$ cat src/rtl/store_buffer_unit_pkg.sv
// rtl/store_buffer_unit_pkg.sv - shared load/store width codes for the memory stage
package store_buffer_unit_pkg;

  // Write-back load extraction selectors
  localparam logic [1:0] DATA_BYTE = 2'b00;
  localparam logic [1:0] DATA_HALF = 2'b01;
  localparam logic [1:0] DATA_WORD = 2'b10;

  typedef enum logic [1:0] {
    STORE_BYTE = 2'b00,
    STORE_HALF = 2'b01,
    STORE_WORD = 2'b10,
    STORE_RSVD = 2'b11
  } store_size_e;

  localparam int NB_LANES = 4;

endpackage

$ cat src/rtl/store_buffer_unit_formatter.sv
// rtl/store_buffer_unit_formatter.sv - store lane replication, byte enables and alignment check
module store_lane_formatter
  import store_buffer_unit_pkg::*;
(
  input  logic [1:0]          addr_lo,
  input  logic [1:0]          size,
  input  logic [31:0]         data,
  output logic [31:0]         wdata,
  output logic [NB_LANES-1:0] be,
  output logic                aligned
);

  always_comb begin
    wdata   = data;
    be      = '0;
    aligned = 1'b0;
    unique case (size)
      STORE_BYTE: begin
        wdata   = {4{data[7:0]}};
        be      = 4'b0001 << addr_lo;
        aligned = 1'b1;
      end
      STORE_HALF: begin
        wdata   = {2{data[15:0]}};
        be      = addr_lo[1] ? 4'b1100 : 4'b0011;
        aligned = ~addr_lo[0];
      end
      STORE_WORD: begin
        wdata   = data;
        be      = 4'b1111;
        aligned = (addr_lo == 2'b00);
      end
      default: begin
        wdata   = data;
        be      = '0;
        aligned = 1'b0;
      end
    endcase
  end

endmodule

$ cat src/rtl/store_buffer_unit.sv
// rtl/store_buffer_unit.sv - memory-stage store FIFO draining to data memory over req/ack
module store_buffer_unit
  import store_buffer_unit_pkg::*;
#(
  parameter int NB_BITS = 32,
  parameter int NB_ADDR = 32,
  parameter int DEPTH   = 2
) (
  input  logic                 i_clk,
  input  logic                 i_rst_n,
  input  logic                 i_valid,
  input  logic [NB_ADDR-1:0]   i_addr,
  input  logic [NB_BITS-1:0]   i_data,
  input  logic [1:0]           i_size,
  output logic                 o_stall,
  output logic                 o_misalign,
  output logic                 o_empty,
  output logic                 o_mem_req,
  output logic [NB_ADDR-1:0]   o_mem_addr,
  output logic [NB_BITS-1:0]   o_mem_wdata,
  output logic [NB_BITS/8-1:0] o_mem_be,
  input  logic                 i_mem_ack
);

  localparam int NB_BE = NB_BITS / 8;
  localparam int PTR_W = $clog2(DEPTH);
  localparam logic [PTR_W:0] FULL_CNT = (PTR_W + 1)'(DEPTH);

  logic [NB_ADDR-1:0] addr_q  [DEPTH];
  logic [NB_BITS-1:0] wdata_q [DEPTH];
  logic [NB_BE-1:0]   be_q    [DEPTH];

  logic [PTR_W-1:0] wr_ptr;
  logic [PTR_W-1:0] rd_ptr;
  logic [PTR_W:0]   count;

  logic [NB_BITS-1:0] fmt_wdata;
  logic [NB_BE-1:0]   fmt_be;
  logic               fmt_aligned;

  logic full;
  logic empty;
  logic push;
  logic pop;

  store_lane_formatter u_formatter (
    .addr_lo (i_addr[1:0]),
    .size    (i_size),
    .data    (i_data),
    .wdata   (fmt_wdata),
    .be      (fmt_be),
    .aligned (fmt_aligned)
  );

  assign full  = (count == FULL_CNT);
  assign empty = (count == '0);
  // Stall depends only on registered full so memory ack never reaches the pipeline hold path.
  assign o_stall = i_valid & full;
  assign push    = i_valid & ~full & fmt_aligned;
  assign pop     = ~empty & i_mem_ack;

  assign o_empty     = empty;
  assign o_mem_req   = ~empty;
  assign o_mem_addr  = empty ? '0 : addr_q[rd_ptr];
  assign o_mem_wdata = empty ? '0 : wdata_q[rd_ptr];
  assign o_mem_be    = empty ? '0 : be_q[rd_ptr];

  always_ff @(posedge i_clk or negedge i_rst_n) begin
    if (!i_rst_n) begin
      wr_ptr     <= '0;
      rd_ptr     <= '0;
      count      <= '0;
      o_misalign <= 1'b0;
      for (int i = 0; i < DEPTH; i++) begin
        addr_q[i]  <= '0;
        wdata_q[i] <= '0;
        be_q[i]    <= '0;
      end
    end else begin
      o_misalign <= i_valid & ~fmt_aligned;
      if (push) begin
        addr_q[wr_ptr]  <= {i_addr[NB_ADDR-1:2], 2'b00};
        wdata_q[wr_ptr] <= fmt_wdata;
        be_q[wr_ptr]    <= fmt_be;
        wr_ptr          <= wr_ptr + 1'b1;
      end
      if (pop) begin
        rd_ptr <= rd_ptr + 1'b1;
      end
      unique case ({push, pop})
        2'b10:   count <= count + 1'b1;
        2'b01:   count <= count - 1'b1;
        default: count <= count;
      endcase
    end
  end

endmodule

$ cat config.mk
export PLATFORM = sky130hd
export DESIGN_NAME = store_buffer_unit
export DESIGN_NICKNAME = d
export VERILOG_FILES = /design/src/rtl/store_buffer_unit_pkg.sv /design/src/rtl/store_buffer_unit_formatter.sv /design/src/rtl/store_buffer_unit.sv
export SDC_FILE = /design/constraint.sdc
export NUM_CORES = 1
export LEC_CHECK = 0
export CELL_PAD_IN_SITES_DETAIL_PLACEMENT = 0
export CELL_PAD_IN_SITES_GLOBAL_PLACEMENT = 1
export CORE_UTILIZATION = 40
export CTS_BUF_LIST = sky130_fd_sc_hd__clkbuf_16
export CTS_CLUSTER_SIZE = 20
export DETAILED_ROUTE_END_ITERATION = 10
export DONT_BUFFER_PORTS = 1
export PLACE_DENSITY = 0.75
export SETUP_SLACK_MARGIN = 0.05
export SLEW_MARGIN = 25
export SYNTH_ARGS = -nofsm -noshare
export SYNTH_HDL_FRONTEND = slang
export SYNTH_SLANG_ARGS = --single-unit
$ cat constraint.sdc
create_clock -name i_clk -period 1.7 [get_ports i_clk]
set_clock_uncertainty 0.2 [all_clocks]
set_input_delay 0.34 -clock i_clk [delete_from_list [all_inputs] [get_ports i_clk]]
set_output_delay 0.34 -clock i_clk [all_outputs]
set_load 0.01 [all_outputs]
==> results of run 1 <==
flip-flops by register name, indices dropped and copies added, names as in the netlist:
signal / count
addr_q: 60
be_q: 8
count: 2
o_misalign: 1
rd_ptr: 1
wdata_q: 64
wr_ptr: 1
logic make-up (layout without fill, tap and decap cells):
group	after synthesis	in the layout	synth area share
adder cells (fa/ha/maj)	1	1	0.00189
buffers and inverters	45	171	0.0388
AO/OA/AOI/OAI	69	69	0.0595
AND/OR/NAND/NOR	143	143	0.0860
other	1	2	0.000568
flip-flops	137	137	0.519
XOR/XNOR	4	4	0.00531
multiplexers	170	170	0.289
power groups by stage:
stage	sequential, mW	clock (mW)	combinational (mW)
final	5.85	3.60	9.17
after global routing	6.03	3.81	9.83
after CTS	5.74	3.66	8.07
after detailed placement	5.76	0	6.21
after global placement	5.66	0	6.06
after floorplan	5.48	0	4.90
critical path, stage by stage, from the launching register on:
cell and delay [ns]:
dfrtp_4 0.52, buf_4 0.17, clkbuf_16 0.18, mux2i_1 0.14, nor2_2 0.16
layer usage:
metal,vias up,wire [µm],GRT usage
li1,2194,-,-
met1,2411,8320,0.300
met2,128,9090,0.342
met3,28,715,0.0456
met4,0,285,0.0879
met5,-,0,0
layout make-up:
| type | count | area, µm² |
|---|---|---|
| repair buffers | 136 | 1770 |
| flip-flops and latches | 137 | 3430 |
| multi-input cells | 389 | 3350 |
| well taps | 216 | 270 |
| inverters | 3 | 23.8 |
| fillers | 1339 | 6580 |
| clock buffers | 17 | 425 |
| clock inverters | 15 | 143 |
how the worst max path moves through the flow:
stage                           endpoint  slack [ns]      start
after floorplan               addr_q[14]       -0.02  i_size[0]
after global placement    o_mem_addr[10]       -0.09     rd_ptr
after detailed placement        count[1]       -0.15  i_addr[0]
after CTS                 o_mem_wdata[2]       -0.44     rd_ptr
after global routing      o_mem_wdata[2]       -0.48     rd_ptr
final                     o_mem_addr[15]       -0.44     rd_ptr
synthesized netlist by cell type:
cell type	number	area [µm²]
buf_4	2	15.0
xor2_1	2	17.5
o2111ai_4	1	26.3
nand2_1	55	206
clkbuf_1	13	48.8
buf_2	16	80.1
a21oi_1	10	50.1
nor2_2	1	6.26
nor2_1	79	297
mux2i_1	90	901
or2_2	1	6.26
nand2b_1	2	12.5
mux2_1	3	33.8
dfrtp_1	137	3430
o211ai_1	1	7.51
a21oi_4	1	16.3
mux2_2	49	552
nor3_4	1	16.3
o21a_1	1	7.51
o21ai_0	54	270
xnor2_1	2	17.5
conb_1	1	3.75
inv_1	3	11.3
mux2_4	28	420
o2111ai_2	1	15.0
and2_1	1	6.26
nor2b_1	2	12.5
buf_6	8	90.1
nor3_1	1	5.00
buf_1	3	11.3
ha_1	1	12.5
stage by stage:
step | util | cell area, µm² | hold WS (ns)
after floorplan | - | 6680 | -0.156
after global placement | 0.439 | 7030 | -0.153
after detailed placement | 0.439 | 7030 | -0.153
after CTS | 0.560 | 8960 | -0.603
after global routing | 0.589 | 9420 | -0.604
final | 0.589 | 9420 | -0.580
timing repair:
item,in CTS,in global routing
setup endpoints to repair,166,202
endpoints found under the hold margin,260,137
cloned,12,4
buffers inserted,12,12
gates resized for setup,59,81
pin swaps,14,12
==> results.md, run 1 <==
- Run status: complete, but fails checks
- Failing checks: negative hold slack, negative setup slack
- Synth Cell Area: 6600 µm²
- Vias: approximately 4800
- Most frequent cells in the layout: dfrtp_1, mux2i_1, dlygate4sd3_1
- Commonest non-fill, non-tap cell in the layout: dfrtp_1
- Initial Util: 0.413
- CTS root buf: clkbuf_16
- # setup viols final: around 200
- Die height: between 100 and 150 µm
- Final hold violation count: 137
- Final min period: 2.14 ns
- Switch share: 0.361
- Sequential Power Share: 0.314
- VDD IR-drop max: 1.11 mV
- Hpwl dp: 10.1 mm
- FF-to-FF Start: count[0]
- CP Max Fanout: 13
- H-tree Lvls: 4
- Yosys reg bits: 137
- Static Leak: 4.32 nW
- Wire per inst: 20.2 µm
- Vias in the first global route: just under 5000
- TritonCTS buffer count: 17
- Final period utilization: 1.26
- CTS tree: yes
- Syn_area_per_cell: 11.6 µm²
- TNS Setup: -44.09 ns
- Boundary Pins: 142
- Fmax: 0.468 GHz
- Worst path required time: 1.16 ns
- Via density per instance: 5.21
- Flop2flop setup slack: -0.21 ns
- GRT Total Usage: 0.220
- RSZ-0062 raised after global routing: yes
- Worst reg2reg endpoint: addr_q[11]
- Worst relative slew slack: 0.477
- Dpl ws: -0.147 ns
- Post-route ant nets: 0
- Placer Congestion: 0.769
- # rows: 46
- First-pass GRT wire length: between 20 and 30 mm
- Total power: 18.6 mW
- Placed insts: ~780
- Hold bufs inserted after CTS: 67
- Die area: 17000 µm²
- DRT Pass-1 Iters: 5
- Reg2Reg Depth: 6
- Crit. End Element: output pin
- Combinational power share: 0.492
- DIE WIDTH: 130 µm
- Sink Count: approximately 140
- Pins Over Slew Limit: 0
- Clock slew at reported path FFs: 0.06 ns
- Routed wire length: 18.4 mm
- Clock power frac: 0.193
- Int Power: 11.9 mW
- Port buffer count: 0
- Worst setup margin: -0.436 ns
- Layout Cells excl Fill: 913
- Critical Path AT: 1.60 ns
- Worst-Margin Slew: 0.782 ns
- PwrDens: 1980 nW/µm²
- Largest net degree at the start of global routing: 138
- Area Growth Syn to Fin: 42.6%
- YS warnings: 0
- Sw Pwr: about 6.7 mW
- 1st-iter DRT viols: 282
- Nature of the critical path startpoint: flip-flop
- Nets@finish: 755
- Synthesized netlist cell count: 570
- Core area: 16000 µm²
- Worst hold slack: -0.580 ns
- DRC viols: 0
- Clock buffer depth: 2
- CP Class: flip-flop to output pin
- N_diodes: 0
- Max-cap violation count: 0
- Worst hold path type: input pin to asynchronous set/reset pin
- Seq/Total Area, Yosys: 0.519
- Netlist cell types: 31
- Clk_lat worst skew: 0.42 ns
- Layout cell share with drive strength beyond 1: 0.379
- Initial antenna violation count: 0
- GRT overflow: 0
Power figures use the tool's default switching activity.
==> run 2: changes to the inputs <==
Settings changed: PLACE_DENSITY 0.75 to 0.73.
Clock period 1.7 ns to 2.15 ns, I/O delays scaled along.
==> run 2 against run 1 <==
  * The flow still finishes with violations (negative hold slack, negative setup slack)
  * Global-route usage is 1.9 points lower
  * Cell area decreased by 9.1%
  * Sequential power decreased by 21%
  * Worst hold slack improved by 0.079 ns
  * Highest routed layer unchanged
==> results.md, run 2 (synthesized netlist as in run 1, its figures left out) <==
- Run status: complete, but fails checks
- Failing checks: negative hold slack, negative setup slack
- Die height: 130 µm
- First-pass GRT wire length: about 25 mm
- Via density per instance: 5.24
- Final hold violation count: around 140
- PwrDens: between 1500 and 2000 nW/µm²
- Worst relative slew slack: 0.632
- # rows: 46
- CP Class: flip-flop to output pin
- DRC viols: 0
- Top reg by flops: wdata_q
- Post-route ant nets: 0
- Pins Over Slew Limit: 0
- Most frequent cells in the layout: dfrtp_1, mux2i_1, nor2_2
- Boundary Pins: 142
- Largest net degree at the start of global routing: 138
- Fmax: 0.451 GHz
- Critical Path AT: 1.59 ns
- 1st-iter DRT viols: 188
- Crit. End Element: output pin
- CP Max Fanout: 6
- Area Growth Syn to Fin: 29.6%
- Final min period: 2.22 ns
- DRT Pass-1 Iters: 4
- Initial Util: 0.413
- Worst path required time: 1.52 ns
- Sink Count: 137
- CTS root buf: clkbuf_16
- GRT overflow: 0
- Max-cap violation count: 0
- Worst hold slack: -0.501 ns
- RSZ-0062 raised after global routing: yes
- Worst hold path type: input pin to asynchronous set/reset pin
- Nature of the critical path startpoint: flip-flop
- VDD IR-drop max: between 0.6 and 0.7 mV
- Routed wire length: 17.5 mm
- Initial antenna violation count: 0
- Total power: 14.0 mW
- Post-route cell area: 8560 µm²
- CP Cell Sequence: buf_6 > buf_12 > mux2i_4 > nor2_2
- GRT Total Usage: 0.200
- Max reg flops: 64
- Vias: 4429
- Fillers: between 1000 and 1500
- N_diodes: 0
- Clock slew at reported path FFs: ~0.06 ns
- Final design utilization: 0.535
- DIE WIDTH: 130 µm
- Port buffer count: 0
- Placer Congestion: 0.771
- Static Leak: 3.88 nW
- Gr busiest metal: met2
- Grt met1 use: 0.269
- Clock buffer depth: 2
- Largest stage delay, worst path: roughly 0.53 ns
- CTS tree: yes
- Layout cell share with drive strength beyond 1: 0.367
- Final period utilization: 1.03
- # setup viols final: 65
- Worst setup margin: -0.0669 ns
- Met3 Use GR: 0.0472
- Biggest registers after layout: wdata_q (64), addr_q (60), be_q (8)
- Wire per inst: 20.7 µm
- Vias in the first global route: 4405
- CP bufs+invs: 2
- H-tree Lvls: 4
- Worst-Margin Slew: 0.552 ns
- Nets@finish: 691
- Die area: about 17000 µm²
- Post-DP Area: 6810 µm²
- CP max stage cell: dfrtp_4
- Grt met2 use: 0.312
- TritonCTS buffer count: 17
- Commonest non-fill, non-tap cell in the layout: dfrtp_1
- Core area: 16000 µm²
- Top Family by Delay on Critical Path: flip-flops
- Clk_lat worst skew: 0.42 ns
- Hold bufs inserted after CTS: 39
- Hpwl dp: 10.1 mm
run 2: cell types whose count changed in the layout (fill, tap and decap cells not counted), moves of 5 or more:
cell           previous run  this run
buf_4                    28         4
nor2_1                   17        12
nor2_4                   23         5
o21ai_1                   5         0
o21ai_0                  49        54
dlygate4sd3_1            67        39
nor2_2                   40        63
buf_12                   19         7
run 2: through the flow:
step                std cells  setup TNS (ns)  worst slack, ns  hold slack (ns)
floorplan                 571               0            0.105          -0.0656
global placement          757               0            0.209          -0.0630
detailed placement        757               0            0.146          -0.0629
CTS                       838           -3.69          -0.0893           -0.516
global route              846           -5.88           -0.114           -0.524
finish                    846           -2.04          -0.0669           -0.501
run 2: worst register-to-register path: stages, from the launching register on:
cell and delay, ns:
dfrtp_1 0.38, buf_4 0.14, nand2b_1 0.28, o2111ai_4 0.26, buf_8 0.30, mux2_2 0.40
run 2: final timing paths:
path / from / to / slack, ns / depth (start not counted)
max: rd_ptr / o_mem_wdata[10] / -0.07 / 4
min: i_rst_n / addr_q[22] / -0.50 / 0
max in group asynchronous: i_rst_n / wdata_q[2] / 2.03 / 0
max reg2reg: count[0] / addr_q[9] / 0.08 / 5
min reg2reg: wdata_q[25] / wdata_q[25] / 0.28 / 2
min in group i_clk: i_addr[1] / o_misalign / 0.01 / 2
run 2: power by group:
group	internal, mW	switching (mW)	leakage (nW)
logic	3.24	3.29	1.94
registers	3.85	0.778	1.66
clock network	1.78	1.07	0.276
total	8.87	5.14	3.88
run 2: metal layers:
layer	share of wire	wire, µm	vias up
li1	-	-	2050
met1	0.44	7640	2237
met2	0.49	8560	119
met3	0.055	963	23
met4	0.021	367	0
met5	0	0	-
run 2: layout make-up:
| type | instances | area [µm²] | area share |
|---|---|---|---|
| well taps | 216 | 270 | 0.0316 |
| repair inverters | 1 | 8.76 | 0.00102 |
| repair buffers | 71 | 1020 | 0.119 |
| clock buffers | 17 | 425 | 0.0497 |
| inverters | 3 | 23.8 | 0.00278 |
| clock inverters | 12 | 136 | 0.0159 |
| multi-input cells | 389 | 3240 | 0.379 |
| flip-flops and latches | 137 | 3430 | 0.401 |
run 2: what timing repair did:
item	CTS	global route
cloned	6	8
hold endpoints to repair	214	137
gates resized for setup	89	36
endpoints found under the setup margin	67	93
pin swaps	14	14
buffers inserted	7	0
==> run 3: changes to the inputs <==
==> constraint.sdc (replaced) <==
create_clock -name i_clk -period 2.15 [get_ports i_clk]
set_clock_uncertainty 0.2 [all_clocks]
set_input_delay 0.3225 -clock i_clk [delete_from_list [all_inputs] [get_ports i_clk]]
set_output_delay 0.3225 -clock i_clk [all_outputs]
set_load 0.01 [all_outputs]
==> run 3 against run 2 <==
  * The flow finishes with violations (negative hold slack)
  * Critical endpoint is now o_mem_be[3]
  * Sequential share of layout area rose by 0.30 points
  * Global-route usage barely moved
  * Worst setup slack improved by 0.14 ns
  * Wire length fell by 6.2%
  * Via count rose by 1.3%
  * Worst hold slack got worse by 0.097 ns
  * Combinational power fell by 20%
  * Non-clock buffer count rose by 27
  * Total power fell by 8.4%
  * Clock-buffer cell count did not move
  * First-iteration DRC count fell by 2.7%
  * Highest routed layer unchanged
==> results.md, run 3 (synthesized netlist as in run 1, its figures left out) <==
- Wire length on met3: 620 µm
- Worst-Margin Slew: 0.545 ns
- Clk_lat worst skew: slightly above 0.4 ns
- TritonCTS buffer count: 17
- Run status: complete, but fails checks
- Commonest non-fill, non-tap cell in the layout: dfrtp_1
- Final hold violation count: approximately 140
- Vias: around 4500
- Post-DP Area: 6810 µm²
- Hpwl dp: 10.2 mm
- Total power: 12.8 mW
- Fillers: around 1400
- Final min period: 2.07 ns
- TNS Setup: 0 ns
- Area Growth Syn to Fin: 28.6%
- DIE WIDTH: around 130 µm
- Initial Util: 0.413
- Failing checks: negative hold slack
- Fmax: slightly below 0.5 GHz
- Clock slew at reported path FFs: 0.06 ns
- Pins Over Slew Limit: 0
- 1st-iter DRT viols: roughly 180
- CP Max Fanout: 7
- CP Class: flip-flop to output pin
- Worst relative slew slack: 0.636
- GRT overflow: 0
- Nets@finish: 717
- Routed met1 length: 7.23 mm
- GRT Total Usage: 0.200
- Final period utilization: 0.964
- RSZ-0062 raised after global routing: yes
- Biggest registers after layout: wdata_q (64), addr_q (60), be_q (8)
- Top reg by flops: wdata_q
- H-tree Lvls: 4
- Hold bufs inserted after CTS: 75
- Final design utilization: 0.531
- # setup viols final: 0
- Clock buffer depth: 2
- PwrDens: approximately 1500 nW/µm²
- Post-route ant nets: 0
- Routed wire length: 16.4 mm
- DRC viols: 0
- Max reg flops: 64
- Flop2flop setup slack: ~0.15 ns
- Reg2Reg Depth: 5
- Port buffer count: 0
- Critical Path AT: ~1.6 ns
- Most frequent cells in the layout: dfrtp_1, mux2i_1, dlygate4sd3_1
- Crit. End Element: output pin
- Nature of the critical path startpoint: flip-flop
- DR WL met2: 8.17 mm
- Die area: 17000 µm²
- VDD IR-drop max: 0.627 mV
- Worst hold path type: input pin to asynchronous set/reset pin
- DRT Pass-1 Iters: 4
- CTS root buf: clkbuf_16
- Top Layer Used: met4
- Placer Congestion: approximately 0.8
- Worst reg2reg endpoint: addr_q[2]
- Boundary Pins: between 100 and 150
- Initial antenna violation count: 0
- Core area: around 16000 µm²
- Max-cap violation count: 0
- Die height: around 130 µm
- Vias in the first global route: 4697
- Layout cell share with drive strength beyond 1: 0.261
- FF-to-FF Start: count[0]
- First-pass GRT wire length: about 25 mm
- Multi-input gate area: 3050 µm²
- Worst hold slack: -0.598 ns
- Sink Count: 137
- CTS tree: yes
- Post-route cell area: between 8000 and 9000 µm²
- Largest net degree at the start of global routing: around 140
- N_diodes: 0
- # rows: 46
- Static Leak: 3.97 nW
- Via density per instance: between 5 and 6
- Wire per inst: 18.8 µm
- Register area: ~3400 µm²
- Worst path required time: 1.63 ns
## run 3: critical path: stages, from the launching register on
cell and delay [ns]:
dfrtp_4 0.56, buf_4 0.18, mux2i_1 0.27, nor2_1 0.13
## run 3: how the worst max path moves through the flow
stage | startpoint | end
3_5_place_dp | count[0] | wdata_q[39]
6_report | rd_ptr | o_mem_be[3]
5_1_grt | rd_ptr | o_mem_addr[22]
3_3_place_gp | count[0] | addr_q[62]
4_1_cts | rd_ptr | o_mem_wdata[9]
2_1_floorplan | count[0] | o_mem_addr[26]
## run 3: timing repair
item,in CTS,in global routing
endpoints found under the hold margin,265,137
setup endpoints to repair,67,86
pin swaps,1,2
resized for setup,24,32
setup buffers,3,4
cloned,1,3
## run 3: metal layers
layer,vias to the layer above,GRT usage
met5,-,0
met1,2262,0.261
met4,0,0.0865
met3,30,0.0448
li1,2099,-
met2,96,0.321
## run 3: layout make-up
class / count / area share
clock buffer: 17 / 0.0501
multi-input combinational: 389 / 0.359
timing repair buffer: 98 / 0.130
tap: 216 / 0.0318
sequential: 137 / 0.404
clock inverter: 15 / 0.0224
inverter: 3 / 0.00221
## run 3: stage by stage
step / instances / hold slack (ns) / setup slack, ns
6_report: 875 / -0.598 / 0.0773
3_3_place_gp: 757 / -0.170 / 0.280
2_1_floorplan: 571 / -0.173 / 0.213
4_1_cts: 868 / -0.617 / 0.0236
3_5_place_dp: 757 / -0.171 / 0.209
5_1_grt: 875 / -0.620 / 0.0287
## run 3: power breakdown
part,total (mW),internal (mW),switching [mW],leakage (nW)
Sequential,4.57,3.85,0.720,1.66
Clock,3.05,2.02,1.03,0.312
Combinational,5.21,2.43,2.78,2.00
Total,12.8,8.30,4.53,3.97
